`src/rtl/enemy_fire_ctrl_pkg.sv`:
```
`default_nettype none
// ============================================================================
// Module   : enemy_fire_ctrl_pkg
// Brief    : Shared game-control types and default constants for the enemy
//            fire scheduler.
// Revision : 1.0 - initial release
// ============================================================================
package enemy_fire_ctrl_pkg;

  // Scheduler states: counting down, armed, strobing a slot, player dead.
  typedef enum logic [1:0] {
    COOL  = 2'd0,
    READY = 2'd1,
    FIRE  = 2'd2,
    OVER  = 2'd3
  } fire_state_t;

  localparam int ENEMY_SLOTS    = 4;
  localparam int ENEMY_COOLDOWN = 30;
  localparam int PLAYER_LIVES   = 3;

endpackage
`default_nettype wire

```
`src/rtl/enemy_fire_ctrl_rr_free_pick.sv`:
```
`default_nettype none
// ============================================================================
// Module   : rr_free_pick
// Brief    : Combinational round-robin search for the first free bullet slot,
//            starting at ptr and wrapping at N_SLOTS.
// Revision : 1.0 - initial release
// ============================================================================
module rr_free_pick #(
  parameter int N_SLOTS = 4,
  parameter int PTR_W   = 2
) (
  input  logic [N_SLOTS-1:0] busy,
  input  logic [PTR_W-1:0]   ptr,
  output logic               found,
  output logic [PTR_W-1:0]   idx
);

  // Walk offsets from farthest to nearest so the nearest free slot wins.
  always_comb begin
    int c;
    found = 1'b0;
    idx   = '0;
    c     = 0;
    for (int k = N_SLOTS - 1; k >= 0; k--) begin
      c = int'(ptr) + k;
      if (c >= N_SLOTS) c = c - N_SLOTS;
      if (!busy[c[PTR_W-1:0]]) begin
        found = 1'b1;
        idx   = c[PTR_W-1:0];
      end
    end
  end

endmodule
`default_nettype wire

```
`src/rtl/enemy_fire_ctrl.sv`:
```
`default_nettype none
// ============================================================================
// Module   : enemy_fire_ctrl
// Brief    : Enemy shot scheduler. Applies a frame-based cooldown, picks a free
//            bullet slot round-robin, strobes it for one cycle, and tracks the
//            player's lives from slot hit pulses.
// Revision : 1.0 - initial release
// ============================================================================
module enemy_fire_ctrl
  import enemy_fire_ctrl_pkg::*;
#(
  parameter int N_SLOTS  = ENEMY_SLOTS,
  parameter int COOLDOWN = ENEMY_COOLDOWN,
  parameter int LIVES    = PLAYER_LIVES
) (
  input  logic               clk,
  input  logic               rst_n,
  input  logic               frame_tick,
  input  logic               restart,
  input  logic               attack_req,
  input  logic               defend,
  input  logic [N_SLOTS-1:0] slot_busy,
  input  logic [N_SLOTS-1:0] slot_hit,
  output logic [N_SLOTS-1:0] fire,
  output logic               ready,
  output logic [3:0]         lives,
  output logic               game_over,
  output logic [7:0]         shots
);

  localparam int PTR_W = $clog2(N_SLOTS);
  localparam logic [7:0] C_COOLDOWN = 8'(COOLDOWN);
  localparam logic [3:0] C_LIVES    = 4'(LIVES);

  fire_state_t        r_state, w_state_nxt;
  logic [7:0]         r_cd, w_cd_nxt;
  logic [PTR_W-1:0]   r_ptr, w_ptr_nxt;
  logic [PTR_W-1:0]   r_chosen, w_chosen_nxt;
  logic [3:0]         r_lives, w_lives_nxt, w_lives_left;
  logic [7:0]         r_shots, w_shots_nxt;
  logic [N_SLOTS-1:0] r_fire, w_fire_nxt;
  logic               r_ready, r_game_over;
  logic [3:0]         w_hit_cnt;
  logic               w_found;
  logic [PTR_W-1:0]   w_pick;
  logic               w_qualify;

  rr_free_pick #(
    .N_SLOTS (N_SLOTS),
    .PTR_W   (PTR_W)
  ) u_pick (
    .busy  (slot_busy),
    .ptr   (r_ptr),
    .found (w_found),
    .idx   (w_pick)
  );

  // Number of hits landing this cycle.
  always_comb begin
    w_hit_cnt = 4'd0;
    for (int i = 0; i < N_SLOTS; i++) begin
      w_hit_cnt = w_hit_cnt + 4'(slot_hit[i]);
    end
  end

  assign w_qualify = frame_tick & attack_req & ~defend & w_found;

  // Next-state, counters and the strobe pattern for the following cycle.
  always_comb begin
    w_state_nxt  = r_state;
    w_cd_nxt     = r_cd;
    w_ptr_nxt    = r_ptr;
    w_chosen_nxt = r_chosen;
    w_lives_nxt  = r_lives;
    w_shots_nxt  = r_shots;
    w_fire_nxt   = '0;
    w_lives_left = (r_lives > w_hit_cnt) ? (r_lives - w_hit_cnt) : 4'd0;

    if (restart) begin
      w_state_nxt  = READY;
      w_cd_nxt     = 8'd0;
      w_ptr_nxt    = '0;
      w_chosen_nxt = '0;
      w_lives_nxt  = C_LIVES;
      w_shots_nxt  = 8'd0;
    end else begin
      case (r_state)
        COOL: begin
          if (frame_tick) begin
            if (r_cd <= 8'd1) begin
              w_cd_nxt    = 8'd0;
              w_state_nxt = READY;
            end else begin
              w_cd_nxt = r_cd - 8'd1;
            end
          end
        end
        READY: begin
          if (w_qualify) begin
            w_state_nxt  = FIRE;
            w_chosen_nxt = w_pick;
            w_ptr_nxt    = (w_pick == PTR_W'(N_SLOTS - 1)) ? '0 : (w_pick + PTR_W'(1));
          end
        end
        FIRE: begin
          // A frame_tick here is deliberately not counted toward cooldown.
          w_cd_nxt    = C_COOLDOWN;
          w_shots_nxt = (r_shots == 8'hFF) ? r_shots : (r_shots + 8'd1);
          w_state_nxt = COOL;
        end
        OVER: begin
          w_state_nxt = OVER;
        end
        default: begin
          w_state_nxt = READY;
        end
      endcase

      // A killing hit overrides any pending shot; the slot pointer is kept.
      if (r_state != OVER) begin
        w_lives_nxt = w_lives_left;
        if (w_lives_left == 4'd0) begin
          w_state_nxt  = OVER;
          w_ptr_nxt    = r_ptr;
          w_chosen_nxt = r_chosen;
        end
      end
    end

    if (w_state_nxt == FIRE) w_fire_nxt[w_chosen_nxt] = 1'b1;
  end

  // State and registered outputs.
  always_ff @(posedge clk or negedge rst_n) begin
    if (!rst_n) begin
      r_state     <= READY;
      r_cd        <= 8'd0;
      r_ptr       <= '0;
      r_chosen    <= '0;
      r_lives     <= C_LIVES;
      r_shots     <= 8'd0;
      r_fire      <= '0;
      r_ready     <= 1'b1;
      r_game_over <= 1'b0;
    end else begin
      r_state     <= w_state_nxt;
      r_cd        <= w_cd_nxt;
      r_ptr       <= w_ptr_nxt;
      r_chosen    <= w_chosen_nxt;
      r_lives     <= w_lives_nxt;
      r_shots     <= w_shots_nxt;
      r_fire      <= w_fire_nxt;
      r_ready     <= (w_state_nxt == READY);
      r_game_over <= (w_state_nxt == OVER);
    end
  end

  assign fire      = r_fire;
  assign ready     = r_ready;
  assign lives     = r_lives;
  assign game_over = r_game_over;
  assign shots     = r_shots;

endmodule
`default_nettype wire
```
`config.mk`:
```
export PLATFORM = sky130hd
export DESIGN_NAME = enemy_fire_ctrl
export DESIGN_NICKNAME = d
export VERILOG_FILES = /design/src/rtl/enemy_fire_ctrl_pkg.sv /design/src/rtl/enemy_fire_ctrl_rr_free_pick.sv /design/src/rtl/enemy_fire_ctrl.sv
export SDC_FILE = /design/constraint.sdc
export NUM_CORES = 1
export LEC_CHECK = 0
export CAP_MARGIN = 25
export CORE_MARGIN = 3
export CORE_UTILIZATION = 52
export CTS_CLUSTER_SIZE = 14
export DETAILED_ROUTE_END_ITERATION = 8
export GPL_ROUTABILITY_DRIVEN = 0
export MAX_ROUTING_LAYER = met4
export PLACE_DENSITY = 0.85
export SLEW_MARGIN = 20
export SYNTH_ARGS = -nofsm -noshare
export SYNTH_HDL_FRONTEND = slang
export SYNTH_SLANG_ARGS = --single-unit
export TNS_END_PERCENT = 30
```
`constraint.sdc`:
```
create_clock -name clk -period 2.73 [get_ports clk]
set_input_delay 0.546 -clock clk [delete_from_list [all_inputs] [get_ports clk]]
set_output_delay 0.546 -clock clk [all_outputs]
set_load 0.005 [all_outputs]
```
==> results.md <==
* Slew @ Worst Pin at 0.4691 ns
* Max Transition Viols Final at 0
* Synthesis-to-finish area growth at 31.71%
* Final Hold Viols at 0
* Average wire per standard cell at 14.63 um
* Leakage at a little over 1 nW
* Die area at 4194 um2
* Layout cells sized above 1 at around 17%
* Syn Std Cell Area at 1795 um2
* Final setup vio count at 2
* Ys Warns at 0
* Setup TNS at -0.01982 ns
* WP data required at ~3 ns
* Synthesized area per cell at just over 9 um2
* Mapped Nets at approximately 220
* Initial drt markers at 69
* CP Capture Type: flip-flop
* CTS Buf Count at 5
* Most common cell in the netlist: dfrtp_1
* Starting Density at 56.50%
* Max VDD drop at between 0.4 and 0.5 mV
* Status: finished with violations
* Drt via density at 5.651
* Crit share post-route at 100.6%
* Synth cell types at 50
* Final Util at 74.41%
* Critical path, cell by cell: buf_6, fa_1, ha_4, ha_4, fa_2, and3_1, nand4_1, buf_4, buf_4, nand2_1, nor2_1, a21o_1
* Vias in the first global route at roughly 1600
* Clock root buffer: clkbuf_4
* FP Rows at 20
* ANT nets after route at 0
* Initial antenna violation count at 0
* H-tree levels at 2
* Worst Setup Start Kind: input pin
* DP Wirelength at approximately 3.1 mm
* Pwr Density at 904.3 nW/um2
* Slew HR at 68.48%
* Final hold slack at 0.5077 ns
* I/O pins at 32
* Synthesis-stage register bit count at 30
* Clock skew at 0.008865 ns
* Critical path's slowest cell: fa_1
* RSZ-0062 raised after global routing: true
* CP Data Arrival Time at 3.01 ns
* CP delay by family, top: adder cells
* Post-layout min period at 2.745 ns
* Layout Nets at roughly 260
* Die height at approximately 65 um
* DP Area at 2266 um2
* Largest net degree at the start of global routing at 31
* Post-synth top cells: dfrtp_1, nor2_1, nand2_1
* CTS tree: done
* Synth Flop Type: dfrtp_1
* Post-synth EDFFs at 0
* Final instance area at about 2400 um2
* CP Buf/Inv Count at 3
* Antenna Cells at 0
* Area contributors post-synth: dfrtp_1, ha_1, dfstp_2
* Number of placed cells counting well taps at 275
* Hold Crit Class: flip-flop to flip-flop
* Grt total ovfl at 0
* Yosys top cell area share at 36.24%
* CP max stage delay at 0.58 ns
* Final WS setup at -0.01502 ns
* Remaining DRCs at 0
* Fin cells at 284
* CORE AREA at between 3000 and 4000 um2
* Total power draw at 2.139 mW
* Dpl ws at -0.7303 ns
* Fmax at around 0.36 GHz
* DR vias at 1605
* Clock input transition at the sequential cells of the worst setup and hold paths at 0.09 ns
* Die W at between 60 and 70 um
* Tot GR Track Use at 22.43%
* Filler instances at 247
* Max FO, Critical Path at 3
* Synth Instances at 194
* Clock Latency Late Sink at 0.33 ns
* Drt total wl at approximately 4.2 mm
* Sink Count at 30
* Async set or reset register ratio after synthesis at 100.0%
* Port Buf Inserts at 31
* Clock Path Buffers at 2
* Failing checks: negative setup slack
* Sequential area share after synthesis at 42.09%
* Maxcap violations at 0
* Setup CP Type: input pin to flip-flop
* Global-route wire length before repair at roughly 7.3 mm
* DR pass1 iterations at 4
* Area leader, netlist: dfrtp_1
-- power by group --
part | internal, mW | switching (mW) | total (mW) | leakage (nW)
sequential | 0.569 | 0.105 | 0.674 | 0.394
combinational | 0.567 | 0.553 | 1.12 | 0.583
clock | 0.194 | 0.151 | 0.345 | 0.0395
total | 1.33 | 0.809 | 2.14 | 1.02
-- layout by cell type, fill, tap and decap left out, types with 2 or more instances in the layout --
cell type and instances:
ha_4 3, o21ai_0 9, nor4_1 2, nand2_1 17
a21oi_1 8, clkbuf_1 2, o21ai_1 3, nand4_1 2
nor2_1 24, a21o_1 2, nor3_1 8, buf_4 13
nor4_2 2, nor2b_1 3, buf_2 2, dfstp_2 4
dfrtp_1 26, xnor2_1 9, o31ai_1 3, or3_1 3
nand2b_1 2, xor2_1 2, inv_1 9, nand3_1 4
nand3b_1 2, nand4b_1 3, or2_2 3, clkdlybuf4s50_1 28
clkbuf_4 5, ha_1 5, nor3b_1 3
-- flip-flops by register name, indices dropped and copies added (netlist names) --
signal	count
fire	4
r_ptr	2
game_over	1
lives	4
shots	8
r_state	2
r_cd	8
ready	1
-- worst register-to-register path, cell delays in order (launching register included) --
cell,delay (ns)
dfstp_2,0.56
inv_1,0.06
ha_4,0.16
fa_2,0.56
and3_1,0.16
nand4_1,0.13
buf_4,0.17
buf_4,0.13
nand2_1,0.05
nor2_1,0.05
a21o_1,0.17
-- final timing paths --
check	from	end	slack (ns)	depth (start not counted)
worst max-delay path	slot_hit[0]	ready	-0.02	12
worst min-delay path	r_cd[1]	r_cd[1]	0.51	2
worst max register to register	lives[0]	ready	0.47	10
worst min register to register	r_cd[1]	r_cd[1]	0.51	2
max in group asynchronous	rst_n	lives[0]	1.83	2
min in group asynchronous	rst_n	r_ptr[1]	0.59	2
-- what timing repair did --
item	CTS	global route
gates resized for setup	18	1
buffers inserted	0	1
pin swaps	15	7
hold buffers	0	0
setup endpoints to repair	14	8
-- kinds of logic after synthesis --
kind of cell / after synthesis / share of synthesized area [%]
buf+inv: 15 / 3.275
xor+xnor: 11 / 5.366
flops: 30 / 42.09
simple gates: 88 / 26.34
fa+ha+maj: 11 / 8.502
compound gates: 39 / 14.43
-- per-layer routing --
metal	global-route usage, %	vias up	share of wire [%]	routed length, um
li1	-	785	-	-
met1	26.79	767	43	1788
met2	37.80	43	50	2085
met3	6.412	10	5.1	210
met4	4.749	0	1.7	72
met5	-	-	0	0
-- cell type report --
| class | count | area, um2 | share of cell area (%) |
|---|---|---|---|
| sequential | 30 | 755.7 | 31.96 |
| tap | 44 | 55.05 | 2.328 |
| timing repair buffer | 44 | 399.1 | 16.88 |
| clock buffer | 7 | 45.04 | 1.905 |
| multi-input combinational | 149 | 1046 | 44.23 |
| inverter | 9 | 33.78 | 1.429 |
| clock inverter | 1 | 30.03 | 1.270 |
Note: power is estimated with default switching activity, not from simulation.
